File: config.mk
export PLATFORM = sky130hd
export DESIGN_NAME = ddr3_pll_phase_stepper
export DESIGN_NICKNAME = d
export VERILOG_FILES = /design/src/rtl/ddr3_pll_phase_stepper.sv
export SDC_FILE = /design/constraint.sdc
export NUM_CORES = 1
export LEC_CHECK = 0
export CAP_MARGIN = 20
export CORE_ASPECT_RATIO = 1.2
export CORE_UTILIZATION = 25
export CTS_CLUSTER_SIZE = 24
export DETAILED_ROUTE_END_ITERATION = 7
export MAX_ROUTING_LAYER = met4
export PLACE_DENSITY = 0.41
export SETUP_SLACK_MARGIN = 0.3
export SLEW_MARGIN = 20
export SYNTH_ARGS = -nofsm -noshare
export SYNTH_HDL_FRONTEND = slang
export SYNTH_SLANG_ARGS = --single-unit
File: constraint.sdc
create_clock -name CLK_IN -period 6.1 [get_ports CLK_IN]
set_clock_uncertainty 0.2 [all_clocks]
set_input_delay 1.22 -clock CLK_IN [delete_from_list [all_inputs] [get_ports CLK_IN]]
set_output_delay 1.22 -clock CLK_IN [all_outputs]
set_load 0.01 [all_outputs]
File: src/rtl/ddr3_pll_phase_stepper.sv
// Sequencer for the DDR3 PLL dynamic phase-shift port: turns an N-step request
// into N phase_step/phase_done handshakes and tracks the phase position modulo one rotation.
module ddr3_pll_phase_stepper #(
  parameter int unsigned STEP_HOLD_CYCLES    = 2,
  parameter int unsigned DONE_TIMEOUT        = 255,
  parameter int unsigned PHASE_STEPS_PER_REV = 32,
  parameter int unsigned CNT_W               = 8,
  parameter int unsigned POS_W               = $clog2(PHASE_STEPS_PER_REV)
) (
  input  logic             CLK_IN,
  input  logic             RST_IN_N,
  input  logic             PLL_LOCKED,
  input  logic             req_valid,
  output logic             req_ready,
  input  logic             req_updn,
  input  logic [CNT_W-1:0] req_count,
  output logic             phase_step,
  output logic             phase_updn,
  input  logic             phase_done,
  output logic             busy,
  output logic             done_pulse,
  output logic             timeout_err,
  output logic [POS_W-1:0] phase_pos
);

  localparam int unsigned HOLD_W = (STEP_HOLD_CYCLES > 1) ? $clog2(STEP_HOLD_CYCLES) : 1;
  localparam int unsigned TMO_W  = $clog2(DONE_TIMEOUT + 1);

  localparam logic [HOLD_W-1:0] HOLD_LAST = HOLD_W'(STEP_HOLD_CYCLES - 1);
  localparam logic [TMO_W-1:0]  TMO_LAST  = TMO_W'(DONE_TIMEOUT - 1);
  localparam logic [POS_W-1:0]  POS_LAST  = POS_W'(PHASE_STEPS_PER_REV - 1);
  localparam logic [CNT_W-1:0]  CNT_ONE   = CNT_W'(1);

  typedef enum logic [2:0] {
    S_IDLE,
    S_ASSERT,
    S_WAIT_LOW,
    S_WAIT_HIGH,
    S_GAP
  } state_t;

  state_t            state_q, state_d;
  logic              updn_q, updn_d;
  logic [CNT_W-1:0]  rem_q, rem_d;
  logic [HOLD_W-1:0] hold_q, hold_d;
  logic              seen_low_q, seen_low_d;
  logic [TMO_W-1:0]  tmo_q, tmo_d;
  logic [POS_W-1:0]  pos_q, pos_d;
  logic              err_q, err_d;
  logic              done_q, done_d;
  logic              step_q, step_d;
  logic              accept;
  logic [POS_W-1:0]  pos_next;

  assign req_ready = (state_q == S_IDLE) & PLL_LOCKED;
  assign accept    = req_valid & req_ready;
  assign pos_next  = updn_q ? ((pos_q == POS_LAST) ? '0 : pos_q + 1'b1)
                            : ((pos_q == '0) ? POS_LAST : pos_q - 1'b1);

  always_comb begin
    state_d    = state_q;
    updn_d     = updn_q;
    rem_d      = rem_q;
    hold_d     = hold_q;
    seen_low_d = seen_low_q;
    tmo_d      = tmo_q;
    pos_d      = pos_q;
    err_d      = err_q;
    done_d     = 1'b0;

    case (state_q)
      S_IDLE: begin
        if (!PLL_LOCKED) begin
          pos_d = '0;
        end else if (accept) begin
          updn_d = req_updn;
          rem_d  = req_count;
          err_d  = 1'b0;
          if (req_count == '0) begin
            done_d = 1'b1;
          end else begin
            state_d    = S_ASSERT;
            hold_d     = '0;
            seen_low_d = 1'b0;
          end
        end
      end
      S_ASSERT: begin
        if (!phase_done) seen_low_d = 1'b1;
        if (hold_q == HOLD_LAST) begin
          state_d = S_WAIT_LOW;
          tmo_d   = '0;
        end else begin
          hold_d = hold_q + 1'b1;
        end
      end
      S_WAIT_LOW: begin
        tmo_d = tmo_q + 1'b1;
        if (tmo_q == TMO_LAST) begin
          state_d = S_IDLE;
          err_d   = 1'b1;
          done_d  = 1'b1;
        end else if (seen_low_q || !phase_done) begin
          seen_low_d = 1'b1;
          state_d    = S_WAIT_HIGH;
        end
      end
      S_WAIT_HIGH: begin
        tmo_d = tmo_q + 1'b1;
        if (tmo_q == TMO_LAST) begin
          state_d = S_IDLE;
          err_d   = 1'b1;
          done_d  = 1'b1;
        end else if (phase_done) begin
          pos_d = pos_next;
          rem_d = rem_q - 1'b1;
          if (rem_q == CNT_ONE) begin
            state_d = S_IDLE;
            done_d  = 1'b1;
          end else begin
            state_d = S_GAP;
          end
        end
      end
      S_GAP: begin
        state_d    = S_ASSERT;
        hold_d     = '0;
        seen_low_d = 1'b0;
      end
      default: state_d = S_IDLE;
    endcase

    // Lock loss overrides everything else decided above.
    if ((state_q != S_IDLE) && !PLL_LOCKED) begin
      state_d = S_IDLE;
      err_d   = 1'b1;
      done_d  = 1'b1;
      pos_d   = '0;
    end

    step_d = (state_d == S_ASSERT);
  end

  always_ff @(posedge CLK_IN or negedge RST_IN_N) begin
    if (!RST_IN_N) begin
      state_q    <= S_IDLE;
      updn_q     <= 1'b0;
      rem_q      <= '0;
      hold_q     <= '0;
      seen_low_q <= 1'b0;
      tmo_q      <= '0;
      pos_q      <= '0;
      err_q      <= 1'b0;
      done_q     <= 1'b0;
      step_q     <= 1'b0;
    end else begin
      state_q    <= state_d;
      updn_q     <= updn_d;
      rem_q      <= rem_d;
      hold_q     <= hold_d;
      seen_low_q <= seen_low_d;
      tmo_q      <= tmo_d;
      pos_q      <= pos_d;
      err_q      <= err_d;
      done_q     <= done_d;
      step_q     <= step_d;
    end
  end

  assign phase_step  = step_q;
  assign phase_updn  = updn_q;
  assign busy        = (state_q != S_IDLE);
  assign done_pulse  = done_q;
  assign timeout_err = err_q;
  assign phase_pos   = pos_q;

endmodule

==> impl_metrics.ini, run 1 <==
[global_routing]
grt_pass1_wl_um = 8910
grt_pass1_vias = 1805
grt_max_degree = 31
grt_usage = 0.138
overflow = 0
antenna_found_initial = 0

[routing]
drtAntennaViolNets = 0
wl_um = 5200
routedWlPerCell_um = 15.6
drt_pass1_iterations = 6
drt-initial-drc-count = 92
drc = 4
via_per_inst = 5.15
vias = 1719

[logic_synthesis]
synth.net_count = 241
synth_edf_count = 0
syn_avg_cell_area_um2 = 9.26
ys_seq_area_frac = 0.368
ys_types = 65
async_flop_share = 1.00
yosys_warnings = 0
synthCells = 220
ys_ff_latch = 30
syn-cell-area_um2 = 2040
synth_ff_type = dfrtp_1

[power_and_ir_drop]
p_int_mw = 0.547
switching_share = 0.391
power.switching_mw = 0.351
p_comb_frac = 0.376
seqPwrFrac = 0.399
power_leakage_nw = 1.01
ir_drop_uv = 86.1
total_power_mw = 0.898
clockPowerShare = 0.225
pwr_density_cell_nw_per_um2 = 367

[setup_path]
r2r_end = rem_q[4]$_DFFE_PN0P_
required_ps = 4680
r2r.worst_path.cells = 4
endpoint_kind = primary output
r2r_start = state_q[1]$_DFF_PN0_
slowest_stage = clkdlybuf4s50_1
critical-path-max-stage-delay_ps = 680
cp-start-kind = input pin
arrival_ps = 2800
rrSetupSlack_ps = 3690
crit_top_cell = clkdlybuf4s50_1
critical_path.cell_chain = clkdlybuf4s50_1 > inv_1 > nor2_1 > clkdlybuf4s50_1
cp_max_fo = 10
path_class = in2out

[sta]
setup_viol = 0
drv_slew = 0
period_share = 0.691
fin_tns_setup_ps = 0
worst_pin_slew_ps = 669
hold_violations = 0
rsz0062_at_grt = false
slew_headroom = 0.550
hold_slack_ps = 297
max_freq_mhz = 237
post-route-min-period_ps = 4220

[hold_path]
hold_depth = 1
holdPathEnd = rem_q[7]$_DFFE_PN0P_
min-delay-start = rem_q[7]$_DFFE_PN0P_
hp-class = reg2reg

[floorplanning]
row_count = 35
start_util = 0.261
die_y_um = 101
io_pins = 25
die-area_um2 = 8520
core_um2 = 7790
die_x_um = 84.4

[run_status]
violations = DRC
status = finished with violations

[clock_network]
clock-root-buffer = clkbuf_8
cts_tree = yes
insertion_delay_ps = 290
numCtsBuffers = 5
holdBufCountCts = 0
cts_setup_buffers = 0
ctsResizeCount = 0
htreeDepth = 2
path_clk_slew_ps = 70
clkSinkCount = 30
clk_path_buf_depth = 2

[placed_design]
gp_congestion = 0.740
place_inst = 326
hpwlAfterDp_um = 3800
io_buffers = 24

[finish]
n_antenna_cell = 0
most-common-layout-cells = dfrtp_1 (30), clkdlybuf4s50_1 (24), nor2_1 (15)
layout-drive-gt1-share = 0.112
synthToLayoutAreaGrowth_pct = 20.1
fin_util = 0.314
nets = 262
final_common_cell = dfrtp_1
final_cells = 334

[run]
max_cap_viol_count = 0
[metrics by stage]
step | worst slack (ps) | cell area [um2]
2_1_floorplan | 2980 | 2040
3_3_place_gp | 1880 | 2340
3_5_place_dp | 1870 | 2340
4_1_cts | 1890 | 2450
5_1_grt | 1740 | 2450
6_report | 1880 | 2450
[final cells by class]
| cell class | instances | area [um2] |
|---|---|---|
| well taps | 92 | 115 |
| fillers | 836 | 5350 |
| clock inverters | 3 | 40.0 |
| inverters | 12 | 45.0 |
| clock buffers | 5 | 68.8 |
| flip-flops and latches | 30 | 751 |
| multi-input cells | 167 | 1180 |
| repair buffers | 25 | 248 |
[Yosys cell counts, types with 2 or more instances]
library cell / count / area (um2)
a21o_1: 3 / 22.5
a21oi_1: 11 / 55.1
a221oi_1: 2 / 17.5
a22o_1: 3 / 26.3
a22oi_1: 4 / 30.0
and3_1: 3 / 18.8
and3b_1: 2 / 17.5
buf_2: 4 / 20.0
buf_4: 2 / 15.0
clkbuf_1: 4 / 15.0
dfrtp_1: 30 / 751
ha_1: 7 / 87.6
inv_1: 11 / 41.3
mux2i_1: 3 / 30.0
nand2_1: 13 / 48.8
nand2b_1: 3 / 18.8
nand3_1: 14 / 70.1
nand4_1: 3 / 18.8
nor2_1: 15 / 56.3
nor2b_1: 4 / 25.0
nor3_1: 9 / 45.0
nor4_1: 3 / 18.8
nor4_2: 2 / 25.0
o21ai_0: 12 / 60.1
o22ai_1: 5 / 31.3
o2bb2ai_1: 3 / 26.3
o31ai_1: 3 / 22.5
or4_1: 2 / 15.0
xnor2_1: 2 / 17.5
xor2_1: 3 / 26.3
[sequential cells by signal, summed over array words and instances, names as in the netlist]
| register | flops |
|---|---|
| seen_low_q | 1 |
| state_q | 3 |
| phase_updn | 1 |
| done_pulse | 1 |
| hold_q | 1 |
| timeout_err | 1 |
| rem_q | 8 |
| tmo_q | 8 |
| phase_step | 1 |
| phase_pos | 5 |
[layer usage]
layer,up-vias,wire length [um],share of wire,track usage
met5,-,0,0,-
met4,0,66,0.013,0.0430
met3,5,150,0.029,0.0262
met2,23,2580,0.50,0.238
met1,828,2410,0.46,0.165
li1,863,-,-,-
[how the worst max path moves through the flow]
stage	startpoint	to	slack, ps	cells after the start
finish	PLL_LOCKED	req_ready	1880	4
global route	PLL_LOCKED	req_ready	1740	4
CTS	PLL_LOCKED	req_ready	1890	4
detailed placement	PLL_LOCKED	req_ready	1870	4
global placement	PLL_LOCKED	req_ready	1880	4
floorplan	PLL_LOCKED	req_ready	2980	3
[worst max-delay path: cells and delay by family]
kind	cells	cell delay, ps
simple gates	1	140
buf+inv	3	1430
[cells by family after synthesis]
family / share of synthesized area
muxes: 0.0331
xor gates and xnor gates: 0.0215
DFF: 0.368
AOI/OAI and AO/OA: 0.230
adders and majority gates: 0.0479
and+or+nand+nor: 0.247
buffers and inverters: 0.0522
[power groups by stage]
| stage | Combinational, mW | Clock (mW) | Sequential (mW) |
|---|---|---|---|
| after detailed placement | 0.342 | 0 | 0.359 |
| after floorplan | 0.273 | 0 | 0.319 |
| after CTS | 0.342 | 0.208 | 0.356 |
| after global routing | 0.379 | 0.217 | 0.369 |
| after global placement | 0.343 | 0 | 0.363 |
| final | 0.338 | 0.202 | 0.358 |
No activity file was read; power rests on OpenSTA's default activity.
==> run 2, diff against run 1 <==
--- a/config.mk
+++ b/config.mk
@@ -11,7 +11,7 @@
 export CTS_CLUSTER_SIZE = 24
 export DETAILED_ROUTE_END_ITERATION = 7
 export MAX_ROUTING_LAYER = met4
-export PLACE_DENSITY = 0.41
+export PLACE_DENSITY = 0.43
 export SETUP_SLACK_MARGIN = 0.3
 export SLEW_MARGIN = 20
 export SYNTH_ARGS = -nofsm -noshare
==> constraint.sdc (replaced) <==
create_clock -name CLK_IN -period 3.6 [get_ports CLK_IN]
set_clock_uncertainty 0.2 [all_clocks]
set_input_delay 0.72 -clock CLK_IN [delete_from_list [all_inputs] [get_ports CLK_IN]]
set_output_delay 0.72 -clock CLK_IN [all_outputs]
set_load 0.01 [all_outputs]
==> impl_metrics.ini, run 2 (same netlist as run 1, synthesis figures left out) <==
[finish]
most-common-layout-cells = dfrtp_1 (30), clkdlybuf4s50_1 (24), nor2_1 (15)
n_antenna_cell = 0
num-fill-cells = 829
layout-drive-gt1-share = 0.119
final_common_cell = dfrtp_1
nets = 266
synthToLayoutAreaGrowth_pct = 20.3

[routing]
drt-initial-drc-count = 70
drt_pass1_iterations = 6
via_per_inst = 5.19
wl_um = 5210
routedWlPerCell_um = 15.5
vias = 1743
drtAntennaViolNets = 0
drc = 4

[sta]
slew_headroom = 0.539
max_freq_mhz = 340
post-route-min-period_ps = 2950
rsz0062_at_grt = false
hold_violations = 0
period_share = 0.818
fin_tns_setup_ps = 0
setup_viol = 0
drv_slew = 0
worst_pin_slew_ps = 686

[clock_network]
cts_setup_buffers = 0
htreeDepth = 2
ctsResizeCount = 0
path_clk_slew_ps = 60
numCtsBuffers = 5
clock-root-buffer = clkbuf_8
cts_tree = yes
insertion_delay_ps = 280
clkSinkCount = 30
clk_path_buf_depth = 2
holdBufCountCts = 0

[power_and_ir_drop]
power_leakage_nw = 1.02
clockPowerShare = 0.186
ir_drop_uv = 161
p_comb_frac = 0.428
switching_share = 0.395
pwr_density_cell_nw_per_um2 = 596
total_power_mw = 1.46
power.switching_mw = 0.578
seqPwrFrac = 0.387
p_int_mw = 0.884

[placed_design]
gp_congestion = 0.747
io_buffers = 24
hpwlAfterDp_um = 3810

[floorplanning]
die_y_um = 101
start_util = 0.261
die-area_um2 = 8520
row_count = 35
die_x_um = 84.4
io_pins = 25
core_um2 = 7790

[setup_path]
endpoint_kind = primary output
cp-start-kind = input pin
path_class = in2out
arrival_ps = 2030
required_ps = 2680
cp_max_fo = 6

[run_status]
status = finished with violations
violations = DRC

[run]
max_cap_viol_count = 0

[global_routing]
grt_pass1_vias = 1702
antenna_found_initial = 0
grt_usage = 0.139
overflow = 0
grt_max_degree = 31
grt_pass1_wl_um = 8910

[hold_path]
hp-class = reg2reg
-- run 2: power by group through the flow --
stage | sequential (mW) | clock, mW | combinational, mW
after global routing | 0.586 | 0.300 | 0.704
final | 0.566 | 0.272 | 0.625
after floorplan | 0.540 | 0 | 0.463
after global placement | 0.575 | 0 | 0.632
after detailed placement | 0.570 | 0 | 0.633
after CTS | 0.565 | 0.284 | 0.636
-- run 2: layout make-up --
type                       count  area, um2  share of cell area
clock buffer                   6       82.6              0.0337
inverter                      12       45.0              0.0184
multi-input combinational    167       1180               0.482
sequential                    30        751               0.306
tap                           92        115              0.0469
timing repair buffer          29        278               0.113
-- run 2: path summary, 6_finish.rpt --
path                                              to                  from  slack [ps]  cells past startpoint
worst max register to register  rem_q[4]$_DFFE_PN0P_  state_q[0]$_DFF_PN0_        1380                      5
max in group asynchronous       done_pulse$_DFF_PN0_              RST_IN_N        2260                      2
min in group asynchronous       tmo_q[2]$_DFFE_PN0P_              RST_IN_N         620                      2
worst min-delay path            rem_q[7]$_DFFE_PN0P_  rem_q[7]$_DFFE_PN0P_         300                      1
worst min register to register  rem_q[7]$_DFFE_PN0P_  rem_q[7]$_DFFE_PN0P_         300                      1
worst max-delay path                       req_ready            PLL_LOCKED         650                      4
-- run 2: critical path, stage by stage --
cell and delay (ps):
clkdlybuf4s50_1 490, inv_1 150, nor2_1 130, clkdlybuf4s50_1 540
-- run 2: metal layers --
layer / GRT usage / up-vias / routed length, um
met5: - / - / 0
met4: 0.0522 / 0 / 90
met3: 0.0270 / 7 / 165
met2: 0.219 / 33 / 2450
met1: 0.177 / 834 / 2500
li1: - / 869 / -
-- run 2: per-stage QoR --
| stage | hold WS [ps] | area [um2] | setup WS (ps) | utilization | std cells |
|---|---|---|---|---|---|
| detailed placement | 284 | 2370 | 656 | 0.304 | 330 |
| global placement | 292 | 2370 | 675 | 0.304 | 330 |
| global route | 343 | 2450 | 579 | 0.315 | 336 |
| floorplan | 224 | 2040 | 1480 | - | 220 |
| CTS | 298 | 2450 | 644 | 0.315 | 336 |
| finish | 297 | 2450 | 655 | 0.315 | 336 |
==> run 3, diff against run 2 <==
==> constraint.sdc (replaced) <==
create_clock -name CLK_IN -period 2.5 [get_ports CLK_IN]
set_clock_uncertainty 0.2 [all_clocks]
set_input_delay 0.5 -clock CLK_IN [delete_from_list [all_inputs] [get_ports CLK_IN]]
set_output_delay 0.5 -clock CLK_IN [all_outputs]
set_load 0.01 [all_outputs]
==> impl_metrics.ini, run 3 (same netlist as run 1, synthesis figures left out) <==
[sta]
period_share = 0.852
rsz0062_at_grt = false
hold_violations = 0
hold_slack_ps = 302
fin_tns_setup_ps = 0
setup_viol = 0
max_freq_mhz = 470
slew_headroom = 0.528
drv_slew = 0
worst_pin_slew_ps = 701
post-route-min-period_ps = 2130

[floorplanning]
die-area_um2 = 8520
io_pins = 25
row_count = 35
die_y_um = 101
die_x_um = 84.4
start_util = 0.261
core_um2 = 7790

[run_status]
violations = DRC
status = finished with violations

[clock_network]
htreeDepth = 2
clock-root-buffer = clkbuf_8
cts_tree = yes
holdBufCountCts = 0
path_clk_slew_ps = 70
insertion_delay_ps = 270
clk_path_buf_depth = 2
clkSinkCount = 30
numCtsBuffers = 5

[setup_path]
crit_path_start = tmo_q[0]$_DFFE_PN0P_
r2r.worst_path.cells = 6
slowest_stage = or4_4
crit_family = simple AND/OR/NAND/NOR gates
path_depth = 6
rrSetupSlack_ps = 370
cp-start-kind = flip-flop
path_class = reg2reg
r2r_end = seen_low_q$_DFFE_PN0P_
critical-path-max-stage-delay_ps = 530
r2r_start = tmo_q[0]$_DFFE_PN0P_
endpoint_kind = flip-flop
arrival_ps = 2090
crit_buf_inv = 1
endpoint = seen_low_q$_DFFE_PN0P_
cp_max_fo = 7
critical_path.cell_chain = inv_1 > ha_1 > nand3_2 > or4_4 > o211ai_2 > mux2_4
required_ps = 2460

[run]
max_cap_viol_count = 0

[finish]
layout-drive-gt1-share = 0.161
most-common-layout-cells = dfrtp_1 (30), clkdlybuf4s50_1 (22), nor2_1 (14), nand3_1 (14), buf_4 (14)
nets = 275
synthToLayoutAreaGrowth_pct = 25.3
num-fill-cells = 834
fin_util = 0.328
n_antenna_cell = 0
final_common_cell = dfrtp_1

[power_and_ir_drop]
pwr_density_cell_nw_per_um2 = 871
ir_drop_uv = 222
clockPowerShare = 0.209
p_comb_frac = 0.419
p_int_mw = 1.36
switching_share = 0.387
seqPwrFrac = 0.372
power.switching_mw = 0.861
power_leakage_nw = 1.08

[routing]
drc = 2
drt_pass1_iterations = 6
via_per_inst = 5.18
drtAntennaViolNets = 0
drt-initial-drc-count = 68
vias = 1797
routedWlPerCell_um = 15.5
wl_um = 5360

[global_routing]
use_met3 = 0.0229
grt_usage = 0.139
grt_max_degree = 31
grt_pass1_wl_um = 8880
met1_usage = 0.170
antenna_found_initial = 0
overflow = 0
use_met2 = 0.235
grt_pass1_vias = 1779
gr-max-usage-layer = met2

[placed_design]
hpwlAfterDp_um = 3880
gp_congestion = 0.749
io_buffers = 24

[hold_path]
hp-class = reg2reg
hold_depth = 1
run 3: layout make-up:
type / count / area [um2] / share of cell area
Inverter: 12 / 45.0 / 0.0176
Tap cell: 92 / 115 / 0.0451
Sequential cell: 30 / 751 / 0.294
Multi-Input combinational cell: 167 / 1190 / 0.466
Timing Repair Buffer: 38 / 343 / 0.134
Clock buffer: 8 / 110 / 0.0431
run 3: worst min path at each step:
stage | from | end | slack [ps]
floorplan | RST_IN_N | done_pulse$_DFF_PN0_ | 4
global placement | rem_q[7]$_DFFE_PN0P_ | rem_q[7]$_DFFE_PN0P_ | 300
detailed placement | rem_q[7]$_DFFE_PN0P_ | rem_q[7]$_DFFE_PN0P_ | 290
CTS | rem_q[7]$_DFFE_PN0P_ | rem_q[7]$_DFFE_PN0P_ | 310
global route | rem_q[7]$_DFFE_PN0P_ | rem_q[7]$_DFFE_PN0P_ | 330
finish | rem_q[7]$_DFFE_PN0P_ | rem_q[7]$_DFFE_PN0P_ | 300
run 3: timing repair:
action / 4_1_cts / 5_1_grt
pin swaps: 1 / 0
resized for setup: 3 / 1
setup buffers: 1 / 0
endpoints found under the setup margin: 2 / 1
hold endpoints to repair: 0 / 0
run 3: power groups by stage:
stage	combinational, mW	sequential, mW	clock, mW
finish	0.932	0.827	0.465
global placement	0.936	0.831	0
detailed placement	0.934	0.832	0
floorplan	0.666	0.777	0
global route	1.04	0.860	0.511
CTS	0.944	0.828	0.492
run 3: per-layer routing:
layer  share of wire  up-vias
li1                -      895
met1            0.49      879
met2            0.48       21
met3           0.023        2
met4          0.0078        0
met5               0        -
run 3: through the flow:
stage          instances  setup slack (ps)  cell area [um2]  power [mW]
6_report             347               371             2550        2.22
5_1_grt              347               305             2550        2.41
4_1_cts              347               369             2550        2.27
3_5_place_dp         338               104             2430        1.77
3_3_place_gp         338               118             2430        1.77
2_1_floorplan        220               510             2040        1.44
